File: src/rtl/para_cap_arb_if.sv
// Shared write-port and sample-stream bundle for para_cap_arb.
// Master drives host bytes and samples; slave returns the merged write.
interface para_cap_arb_if;
  logic        fx_wr;
  logic [21:0] fx_waddr;
  logic [7:0]  fx_data;
  logic [15:0] sm_data;
  logic        sm_vld;
  logic        reg_wr;
  logic [21:0] reg_waddr;
  logic [7:0]  reg_data;

  modport master (
    output fx_wr, fx_waddr, fx_data,
    output sm_data, sm_vld,
    input  reg_wr, reg_waddr, reg_data
  );

  modport slave (
    input  fx_wr, fx_waddr, fx_data,
    input  sm_data, sm_vld,
    output reg_wr, reg_waddr, reg_data
  );
endinterface

File: src/rtl/para_cap_arb.sv
// Sample capture FIFO plus byte sequencer sharing the para_regs
// write port with the host; host writes always take priority.
module para_cap_arb #(
  parameter int FIFO_AW = 3
) (
  input  logic          clk_sys,
  input  logic          rst,
  para_cap_arb_if.slave bus,
  input  logic          cap_start,
  input  logic          cap_abort,
  input  logic [21:0]   cap_base,
  input  logic [15:0]   cap_len,
  output logic          cap_busy,
  output logic          cap_done,
  output logic          cap_ovf,
  output logic [15:0]   cap_cnt
);
  localparam int DEPTH = 1 << FIFO_AW;
  localparam logic [FIFO_AW:0] PTR_ONE = {{FIFO_AW{1'b0}}, 1'b1};

  typedef enum logic [1:0] {
    IDLE  = 2'd0,
    RUN   = 2'd1,
    DRAIN = 2'd2,
    DONE  = 2'd3
  } state_e;

  state_e state_q, state_d;

  logic [21:0] base_q, base_d;
  logic [15:0] len_q, len_d;
  logic [15:0] acc_q, acc_d;
  logic [15:0] cnt_q, cnt_d;
  logic [FIFO_AW:0] wr_ptr_q, wr_ptr_d;
  logic [FIFO_AW:0] rd_ptr_q, rd_ptr_d;
  logic [15:0] fifo_mem_q [DEPTH];
  logic        hi_pend_q, hi_pend_d;
  logic [7:0]  hi_byte_q, hi_byte_d;

  logic        reg_wr_q, reg_wr_d;
  logic [21:0] reg_waddr_q, reg_waddr_d;
  logic [7:0]  reg_data_q, reg_data_d;
  logic        busy_q, busy_d;
  logic        done_q, done_d;
  logic        ovf_q, ovf_d;

  logic [FIFO_AW:0] fifo_cnt;
  logic        fifo_empty;
  logic        fifo_full;
  logic [15:0] head;
  logic [21:0] lo_addr;
  logic        active;
  logic        start_ok;
  logic        push;
  logic        drop;
  logic        pop;
  logic        issue_hi;

  assign fifo_cnt   = wr_ptr_q - rd_ptr_q;
  assign fifo_empty = (fifo_cnt == '0);
  assign fifo_full  = fifo_cnt[FIFO_AW];
  assign head       = fifo_mem_q[rd_ptr_q[FIFO_AW-1:0]];
  assign lo_addr    = base_q + {5'd0, cnt_q, 1'b0};
  assign active     = (state_q == RUN) || (state_q == DRAIN);
  assign start_ok   = cap_start && !cap_abort &&
                      ((state_q == IDLE) || (state_q == DONE));

  // A full FIFO still takes a sample when the head leaves this cycle
  always_comb begin
    pop      = 1'b0;
    issue_hi = 1'b0;
    push     = 1'b0;
    drop     = 1'b0;
    if (active && !cap_abort && !bus.fx_wr) begin
      if (hi_pend_q) begin
        issue_hi = 1'b1;
      end else if (!fifo_empty) begin
        pop = 1'b1;
      end
    end
    if ((state_q == RUN) && !cap_abort &&
        bus.sm_vld && (acc_q < len_q)) begin
      if (!fifo_full || pop) begin
        push = 1'b1;
      end else begin
        drop = 1'b1;
      end
    end
  end

  always_ff @(posedge clk_sys) begin
    if (rst) begin
      state_q <= IDLE;
    end else begin
      state_q <= state_d;
    end
  end

  always_comb begin
    state_d = state_q;
    unique case (state_q)
      IDLE, DONE: begin
        if (start_ok) state_d = RUN;
      end
      RUN: begin
        if (len_q == '0) begin
          state_d = DONE;
        end else if (push && (acc_q + 16'd1 == len_q)) begin
          state_d = DRAIN;
        end
      end
      DRAIN: begin
        if (fifo_empty && !hi_pend_q) state_d = DONE;
      end
      default: state_d = IDLE;
    endcase
    if (cap_abort) state_d = IDLE;
  end

  always_comb begin
    base_d      = base_q;
    len_d       = len_q;
    acc_d       = acc_q;
    cnt_d       = cnt_q;
    wr_ptr_d    = wr_ptr_q;
    rd_ptr_d    = rd_ptr_q;
    hi_pend_d   = hi_pend_q;
    hi_byte_d   = hi_byte_q;
    reg_wr_d    = 1'b0;
    reg_waddr_d = reg_waddr_q;
    reg_data_d  = reg_data_q;
    done_d      = done_q;
    ovf_d       = ovf_q;

    if (bus.fx_wr) begin
      reg_wr_d    = 1'b1;
      reg_waddr_d = bus.fx_waddr;
      reg_data_d  = bus.fx_data;
    end else if (pop) begin
      reg_wr_d    = 1'b1;
      reg_waddr_d = lo_addr;
      reg_data_d  = head[7:0];
    end else if (issue_hi) begin
      reg_wr_d    = 1'b1;
      reg_waddr_d = lo_addr + 22'd1;
      reg_data_d  = hi_byte_q;
    end

    if (push) begin
      wr_ptr_d = wr_ptr_q + PTR_ONE;
      acc_d    = acc_q + 16'd1;
    end
    if (drop) ovf_d = 1'b1;
    if (pop) begin
      rd_ptr_d  = rd_ptr_q + PTR_ONE;
      hi_pend_d = 1'b1;
      hi_byte_d = head[15:8];
    end
    if (issue_hi) begin
      hi_pend_d = 1'b0;
      cnt_d     = cnt_q + 16'd1;
    end

    if (start_ok) begin
      base_d    = cap_base;
      len_d     = cap_len;
      acc_d     = '0;
      cnt_d     = '0;
      done_d    = 1'b0;
      ovf_d     = 1'b0;
      rd_ptr_d  = wr_ptr_q;
      hi_pend_d = 1'b0;
    end

    if (cap_abort) begin
      rd_ptr_d  = wr_ptr_q;
      hi_pend_d = 1'b0;
      done_d    = 1'b0;
    end

    if ((state_d == DONE) && (state_q != DONE)) done_d = 1'b1;
    busy_d = (state_d == RUN) || (state_d == DRAIN);
  end

  always_ff @(posedge clk_sys) begin
    if (rst) begin
      base_q      <= '0;
      len_q       <= '0;
      acc_q       <= '0;
      cnt_q       <= '0;
      wr_ptr_q    <= '0;
      rd_ptr_q    <= '0;
      hi_pend_q   <= 1'b0;
      hi_byte_q   <= '0;
      reg_wr_q    <= 1'b0;
      reg_waddr_q <= '0;
      reg_data_q  <= '0;
      busy_q      <= 1'b0;
      done_q      <= 1'b0;
      ovf_q       <= 1'b0;
    end else begin
      base_q      <= base_d;
      len_q       <= len_d;
      acc_q       <= acc_d;
      cnt_q       <= cnt_d;
      wr_ptr_q    <= wr_ptr_d;
      rd_ptr_q    <= rd_ptr_d;
      hi_pend_q   <= hi_pend_d;
      hi_byte_q   <= hi_byte_d;
      reg_wr_q    <= reg_wr_d;
      reg_waddr_q <= reg_waddr_d;
      reg_data_q  <= reg_data_d;
      busy_q      <= busy_d;
      done_q      <= done_d;
      ovf_q       <= ovf_d;
    end
  end

  always_ff @(posedge clk_sys) begin
    if (push) fifo_mem_q[wr_ptr_q[FIFO_AW-1:0]] <= bus.sm_data;
  end

  assign bus.reg_wr    = reg_wr_q;
  assign bus.reg_waddr = reg_waddr_q;
  assign bus.reg_data  = reg_data_q;
  assign cap_busy      = busy_q;
  assign cap_done      = done_q;
  assign cap_ovf       = ovf_q;
  assign cap_cnt       = cnt_q;
endmodule

File: src/flat_wrapper.sv
// flat-port wrapper written by rule: the top's interface ports become plain ports
module para_cap_arb_flat 
#(
  parameter int FIFO_AW = 3
)
  (clk_sys, rst, cap_start, cap_abort, cap_base, cap_len, cap_busy, cap_done, cap_ovf, cap_cnt, bus_fx_wr, bus_fx_waddr, bus_fx_data, bus_sm_data, bus_sm_vld, bus_reg_wr, bus_reg_waddr, bus_reg_data);
  para_cap_arb_if bus_i ();
  input  logic clk_sys;
  input  logic rst;
  input  logic cap_start;
  input  logic cap_abort;
  input  logic [21:0] cap_base;
  input  logic [15:0] cap_len;
  output logic cap_busy;
  output logic cap_done;
  output logic cap_ovf;
  output logic [15:0] cap_cnt;
  input wire logic [$bits(bus_i.fx_wr)-1:0] bus_fx_wr;
  input wire logic [$bits(bus_i.fx_waddr)-1:0] bus_fx_waddr;
  input wire logic [$bits(bus_i.fx_data)-1:0] bus_fx_data;
  input wire logic [$bits(bus_i.sm_data)-1:0] bus_sm_data;
  input wire logic [$bits(bus_i.sm_vld)-1:0] bus_sm_vld;
  output wire logic [$bits(bus_i.reg_wr)-1:0] bus_reg_wr;
  output wire logic [$bits(bus_i.reg_waddr)-1:0] bus_reg_waddr;
  output wire logic [$bits(bus_i.reg_data)-1:0] bus_reg_data;
  assign bus_i.fx_wr = bus_fx_wr;
  assign bus_i.fx_waddr = bus_fx_waddr;
  assign bus_i.fx_data = bus_fx_data;
  assign bus_i.sm_data = bus_sm_data;
  assign bus_i.sm_vld = bus_sm_vld;
  assign bus_reg_wr = bus_i.reg_wr;
  assign bus_reg_waddr = bus_i.reg_waddr;
  assign bus_reg_data = bus_i.reg_data;
  para_cap_arb #(.FIFO_AW(FIFO_AW)) u_core (.clk_sys(clk_sys), .rst(rst), .bus(bus_i), .cap_start(cap_start), .cap_abort(cap_abort), .cap_base(cap_base), .cap_len(cap_len), .cap_busy(cap_busy), .cap_done(cap_done), .cap_ovf(cap_ovf), .cap_cnt(cap_cnt));
endmodule
File: config.mk
export PLATFORM = sky130hd
export DESIGN_NAME = para_cap_arb_flat
export DESIGN_NICKNAME = d
export VERILOG_FILES = /design/src/rtl/para_cap_arb_if.sv /design/src/rtl/para_cap_arb.sv /design/src/flat_wrapper.sv
export SDC_FILE = /design/constraint.sdc
export NUM_CORES = 1
export LEC_CHECK = 0
export CORE_MARGIN = 2
export CORE_UTILIZATION = 51
export DETAILED_ROUTE_END_ITERATION = 7
export PLACE_DENSITY = 0.74
export SYNTH_ARGS = -nofsm -noshare
export SYNTH_HDL_FRONTEND = slang
export SYNTH_SLANG_ARGS = --single-unit
File: constraint.sdc
create_clock -name clk_sys -period 4.74 [get_ports clk_sys]
set_clock_uncertainty 0.1 [all_clocks]
set_input_delay 0.711 -clock clk_sys [delete_from_list [all_inputs] [get_ports clk_sys]]
set_output_delay 0.711 -clock clk_sys [all_outputs]
set_load 0.05 [all_outputs]
# Word-level counts from Yosys, hierarchy flattened

Memories as Yosys holds them, arrays and structs flattened. A register that Yosys moved wholly into a read port is not among the register bits.
Cells that the tools add are included.
Widths: inputs -> output; s select.

Flip-flop bits (word level): 123
Latch bits: 0
Bits in writable memories: 128
Bits in read-only memories: 0
Input port bits: 90
Output and inout bits: 50
Word-level logic and storage cells: 93
Memories: 1

$add $sub $neg: 7
$mul: 0
Divide/modulo/power cells: 0
Magnitude comparators: 1
Eq/ne operators: 8
Shifts and indexed selects: 0
Mux-type cells: 34
Bitwise gates (word level): 0
Reduce and logical (&&, ||, !) cells: 27

Memory list:

| memory            | depth | bits a word | read ports | clocked after Yosys merged registers in | write ports | line               | text |
|---|---|---|---|---|---|---|---|
| u_core.fifo_mem_q | 8     | 16          | 1          | 1                                       | 1           | para_cap_arb.sv:36 | `logic [15:0] fifo_mem_q [DEPTH];` |

Operator list:

| cell                  | number |
|---|---|
| $mux 22               | 3 |
| $add 16x1->16 const B | 2 |
| $mux 8                | 3 |
| $add 22x1->22 const B | 1 |
| $add 22x17->22        | 1 |
| $mux 1                | 17 |
| $eq 16x16->1          | 1 |
| $logic_not 16->1      | 1 |
| $lt 16x16->1          | 1 |
| $mux 4                | 3 |
| $logic_and 1x1->1     | 10 |
| $mux 2                | 5 |
| $reduce_bool 3->1     | 3 |
| $add 4x1->4 const B   | 2 |
| $eq 2x2->1 const B    | 4 |
| $mux 3                | 2 |
| $pmux 2 s3            | 1 |
| $eq 2x1->1 const B    | 2 |
| $logic_not 1->1       | 4 |
| $logic_not 4->1       | 1 |
| $logic_or 1x1->1      | 4 |
| $reduce_or 2->1       | 2 |
| $reduce_or 4->1       | 1 |
| $sub 4x4->4           | 1 |
| other kinds (2)       | 2 |

# Logic depth before layout (Yosys ltp)

Depth in word-level cells: 16
Depth in mapped cells: 17
Gate-level depth less buffers: 15

# Worst setup path before layout

OpenSTA, ideal clock, no wires.

Kind: reg2reg
Start: reg u_core.state_q[0]
End: mem u_core.fifo_mem_q[0][0], enable pin
Setup time: 0.436 ns
Arrival time: 4.172 ns
Data required time: 4.204 ns
Setup slack: 0.031 ns
Stages on the path, launching flop included: 12
Path buffers: 4
Period minus slack after synthesis: 4.709 ns
Cells stage by stage: dfxtp_1 -> inv_1 -> ha_1 -> clkbuf_1 -> or3_1 -> clkbuf_1 -> nand2b_1 -> nand2b_1 -> nor4bb_1 -> clkbuf_1 -> clkbuf_1 -> nor4b_1

Longest elaborated chain between the ends: 10
Elaborated cells on any way between the ends: 14
Classes of those cells: 2 x eq/ne; 5 x mux; 7 x reduce/logical

RTL lines:

| element                                  | line                                   | text |
|---|---|---|
| from (decl)                              | para_cap_arb.sv:28                     | `state_e state_q, state_d;` |
| from (signal assigned)                   | para_cap_arb.sv:95                     | `state_q <= state_d;` |
| $eq 2x1->1 or $eq 2x2->1 (tied branches) | para_cap_arb.sv:64, para_cap_arb.sv:81 |  |
| $logic_or 1x1->1                         | para_cap_arb.sv:64                     | `assign active = (state_q == RUN) \|\| (state_q == DRAIN);` |
| $logic_and 1x1->1 (2 in series)          | para_cap_arb.sv:74                     | `if (active && !cap_abort && !bus.fx_wr) begin` |
| $mux 1                                   | para_cap_arb.sv:74                     |  |
| $logic_or 1x1->1                         | para_cap_arb.sv:83                     | `if (!fifo_full \|\| pop) begin` |
| $mux 1                                   | para_cap_arb.sv:83                     |  |
| $mux 1 *                                 | para_cap_arb.sv:81                     | `if ((state_q == RUN) && !cap_abort &&` |
| $mux 1 *                                 | para_cap_arb.sv:220                    | `if (push) fifo_mem_q[wr_ptr_q[FIFO_AW-1:0]] <= bus.sm_data;` |
| $mux 1 (not written as such) *           | para_cap_arb.sv:220                    |  |
| to (decl)                                | para_cap_arb.sv:36                     |  |

Mark *: on every way between the ends. The rest lies on a longest branch, timed or not.

# Worst setup path in the final report

Start: reg u_core.wr_ptr_q[0]
End: reg u_core.done_q, in the netlist u_core.cap_done

Longest elaborated chain between the ends: 16
Elaborated cells on any way between the ends: 20
Classes of those cells: 1 x add/sub; 1 x eq/ne; 11 x mux; 7 x reduce/logical

RTL lines:

| element                                               | line                | text |
|---|---|---|
| from (decl)                                           | para_cap_arb.sv:34  | `logic [FIFO_AW:0] wr_ptr_q, wr_ptr_d;` |
| from (signal assigned)                                | para_cap_arb.sv:206 | `wr_ptr_q <= wr_ptr_d;` |
| $sub 4x4->4 *                                         | para_cap_arb.sv:59  | `assign fifo_cnt = wr_ptr_q - rd_ptr_q;` |
| $logic_not 4->1                                       | para_cap_arb.sv:60  | `assign fifo_empty = (fifo_cnt == '0);` |
| $mux 1                                                | para_cap_arb.sv:77  | `end else if (!fifo_empty) begin` |
| $mux 1                                                | para_cap_arb.sv:75  | `if (hi_pend_q) begin` |
| $mux 1                                                | para_cap_arb.sv:74  |  |
| $logic_or 1x1->1                                      | para_cap_arb.sv:83  |  |
| $mux 1                                                | para_cap_arb.sv:83  |  |
| $mux 1                                                | para_cap_arb.sv:81  |  |
| $logic_and 1x1->1                                     | para_cap_arb.sv:108 | `end else if (push && (acc_q + 16'd1 == len_q)) begin` |
| $mux 2                                                | para_cap_arb.sv:108 |  |
| $mux 2                                                | para_cap_arb.sv:106 | `if (len_q == '0) begin` |
| $pmux 2 s3 *                                          | para_cap_arb.sv:101 | `unique case (state_q)` |
| $mux 2 *                                              | para_cap_arb.sv:117 | `if (cap_abort) state_d = IDLE;` |
| via u_core.state_d[1]                                 | para_cap_arb.sv:28  |  |
| $eq 2x2->1 *                                          | para_cap_arb.sv:181 | `if ((state_d == DONE) && (state_q != DONE)) done_d = 1'b1;` |
| $logic_and 1x1->1 *                                   | para_cap_arb.sv:181 |  |
| $reduce_bool 3->1 (no line) or $mux 1 (tied branches) | --                  |  |
| to (signal assigned)                                  | para_cap_arb.sv:214 | `done_q <= done_d;` |
| to (decl)                                             | para_cap_arb.sv:44  | `logic done_q, done_d;` |

The timed path passes the listed nets; every way through them passes the cells marked *.
A chain may end at the register's enable or synchronous reset.

==> impl_metrics.toml <==
[route]
wl_met3_mm = 1.65
vias_per_cell = 5.64
wl_met2_mm = 13.6
totalWireLength_mm = 28.9
wl_per_cell_um = 18.1
dr.pass1.iters = 5
vias = 9036
drc_errors = 0
routed.top_layer = "met4"
drt_iter0_markers = 635
wl_met1_mm = 13.1
ant_nets = 0

[final_layout]
fin_nets = 1397
final_cell_mix = "137 x clkdlybuf4s50_1, 135 x nand2_1, 128 x edfxtp_1, 125 x dfxtp_1, 91 x nor2_1"
area_growth_pct = 21.7
drive_above_1_share_pct = 9.75
diodes = 0
instances_no_fill = 1601
final_common_cell = "clkdlybuf4s50_1"
fill_cells = 1867

[clock_network]
root_buffer = "clkbuf_16"
cts_made_buffers = 27
htree_levels = 1
cts_setup_buffers = 0
cts.repair.resized = 0
clock_latency_ns = 0.55
cts_tree = "built"
cts.sinks = 254
hold_buffers = 0
clock_path_buffers = 3
clkTransAtPathRegs_ns = 0.06

[power_and_ir_drop]
intPower_uw = 3770
power_leakage_uw = 0.00516
swShare_pct = 23.4
p_comb_share_pct = 9.9
p_seq_share_pct = 48.4
peakVddDrop_mv = 0.381
pwr-share-clk_pct = 41.7
p_sw_uw = 1150
power_density_nw_per_um2 = 330

[worst_setup_path]
crit_path_end_kind = "flop"
crit_fanout = 10
cp_data_required_time_ns = 5.12
worstPathArrival_ns = 4.20
cp-start-kind = "flop"
worstSetupPathType = "flop to flop"

[global_route]
grt.overflow.total = 0
track_usage_pct = 22.6
antenna_found_initial = 0
grt_pass1_vias = 8919
grt_max_degree = 89
grt_pass1_wl_mm = 46.7

[placement]
place_congestion = 0.905
placed_cells = 1552
place_hpwl_mm = 20.2
port_buffers = 139

[floorplan]
floorplan.rows = 56
die_w_um = 159
core_region_area_sq_um = 23500
die-area_sq_um = 25300
die_h_um = 159
start_util_pct = 52.2
io_pins = 140

[synth]
ys_types = 69
synthFlopType = "edfxtp_1"
syn_area_sq_um = 12300
async_flop_share_pct = 0
yosysTopAreaCellShare_pct = 31.3
ys_seq_area_share_pct = 51.8
avgSynthCellArea_sq_um = 10.9
yosys.area.top_type = "edfxtp_1"
netlist_top_cells_area = "edfxtp_1 31%, dfxtp_1 21%, mux4_2 5.9%"
synth_nets = 1266
synthCells = 1131
ys_warn_count = 0
synth_enable_flop_cells = 128
synth-seq-cells = 254

[job]
maxCapViolCount = 0

[timing]
fin_tns_setup_ns = 0
rsz0062_at_grt = "no"
fin_crit_ns = 3.82
max_slew_margin_pct = 34.6
setup_viol = 0
final_min_period_over_clock_period_pct = 80.6
hold_viol = 0
worst_pin_slew_ns = 0.980
max_freq_mhz = 262
slew_viol_final = 0

[hold_path]
min_path_type = "flop to flop"

[outcome]
status = "finished, final reports clean"
worst max-delay path, cell delays in order (launching register included):
cell and delay, ns:
dfxtp_1 0.59, inv_1 0.20, ha_1 0.23, and2b_1 0.20, o21a_1 0.14, nor2_1 0.06, xnor2_1 0.31, nand2b_1 0.19
nor4bb_4 0.55, buf_4 0.28, a21boi_1 0.08, a2111oi_2 0.27, ha_1 0.22, nor2b_1 0.15, a21oi_1 0.06, nor2_1 0.10
sequential cells by signal, indices dropped and copies added, names as in the netlist, named ones only:
| signal | cells |
|---|---|
| u_core.bus.reg_data | 8 |
| u_core.acc_q | 16 |
| u_core.fifo_mem_q | 128 |
| u_core.bus.reg_wr | 1 |
| u_core.cap_cnt | 16 |
| u_core.state_q | 2 |
| u_core.cap_ovf | 1 |
| u_core.base_q | 22 |
| u_core.wr_ptr_q | 4 |
| u_core.cap_busy | 1 |
| u_core.cap_done | 1 |
| u_core.len_q | 16 |
| u_core.hi_pend_q | 1 |
| u_core.hi_byte_q | 8 |
| u_core.bus.reg_waddr | 22 |
| u_core.rd_ptr_q | 4 |
cell usage after synthesis, drive strengths merged, types with 4 or more instances:
cell type	n
xnor2	44
dfxtp	126
or2	4
a21oi	80
a2111oi	7
nor2	92
and4	6
edfxtp	128
ha	44
nand2b	5
and3	7
nor4	13
or3	8
nor3	26
o21a	4
and2	4
a21o	7
clkbuf	47
nor2b	20
mux4	32
o211ai	7
nand3b	4
inv	34
mux2i	20
nor4b	7
a211o	4
a211oi	35
a22oi	7
buf	14
o21ai	22
nand2	136
nand3	26
nand4	21
xor2	49
layout make-up:
cell class                      count  area [sq um]  share of cell area [%]
Tap cell                          319           399                    2.67
Inverter                           34           128                   0.854
Clock buffer                       40           754                    5.05
Multi-Input combinational cell    782          5620                    37.6
Clock inverter                      9           108                   0.720
Timing Repair Buffer              163          1560                    10.5
Sequential cell                   254          6370                    42.6
layer usage:
layer  global-route usage [%]  vias to the layer above
met2                     37.9                      271
met5                        0                        -
met3                     3.88                       37
met1                     30.9                     4339
li1                         -                     4389
met4                     5.33                        0
kinds of logic after synthesis:
family / count (synthesis) / synth area share [%]
and+or+nand+nor: 392 / 15.7
DFF: 254 / 51.8
AOI/OAI and AO/OA: 199 / 10.6
buffers and inverters: 95 / 2.94
xor gates and xnor gates: 93 / 6.63
muxes: 53 / 7.59
adders and majority gates: 45 / 4.65
worst paths after layout:
kind | from | to | slack (ns) | cells past startpoint
worst min-delay path | u_core.cap_ovf | u_core.cap_ovf | 0.35 | 2
worst max register to register | u_core.wr_ptr_q[0] | u_core.cap_done | 0.92 | 15
worst min register to register | u_core.cap_ovf | u_core.cap_ovf | 0.35 | 2
worst max-delay path | u_core.wr_ptr_q[0] | u_core.cap_done | 0.92 | 15
through the flow:
stage | area (sq um) | total power, uW | setup slack, ns | util (%) | hold WS [ns]
2_1_floorplan | 12300 | 2710 | 0.0313 | - | 0.340
3_3_place_gp | 14100 | 2910 | 0.887 | 59.8 | 0.341
3_5_place_dp | 14100 | 2910 | 0.823 | 59.8 | 0.348
4_1_cts | 14900 | 4970 | 0.909 | 63.5 | 0.355
5_1_grt | 14900 | 5100 | 0.577 | 63.5 | 0.377
6_report | 14900 | 4930 | 0.918 | 63.5 | 0.353
power by group through the flow:
stage / registers, uW / clock network (uW) / logic (uW)
2_1_floorplan: 2480 / 0 / 235
3_3_place_gp: 2430 / 0 / 476
3_5_place_dp: 2430 / 0 / 482
4_1_cts: 2390 / 2090 / 486
5_1_grt: 2390 / 2180 / 527
6_report: 2390 / 2050 / 485
(Power assumes the default switching activity.)
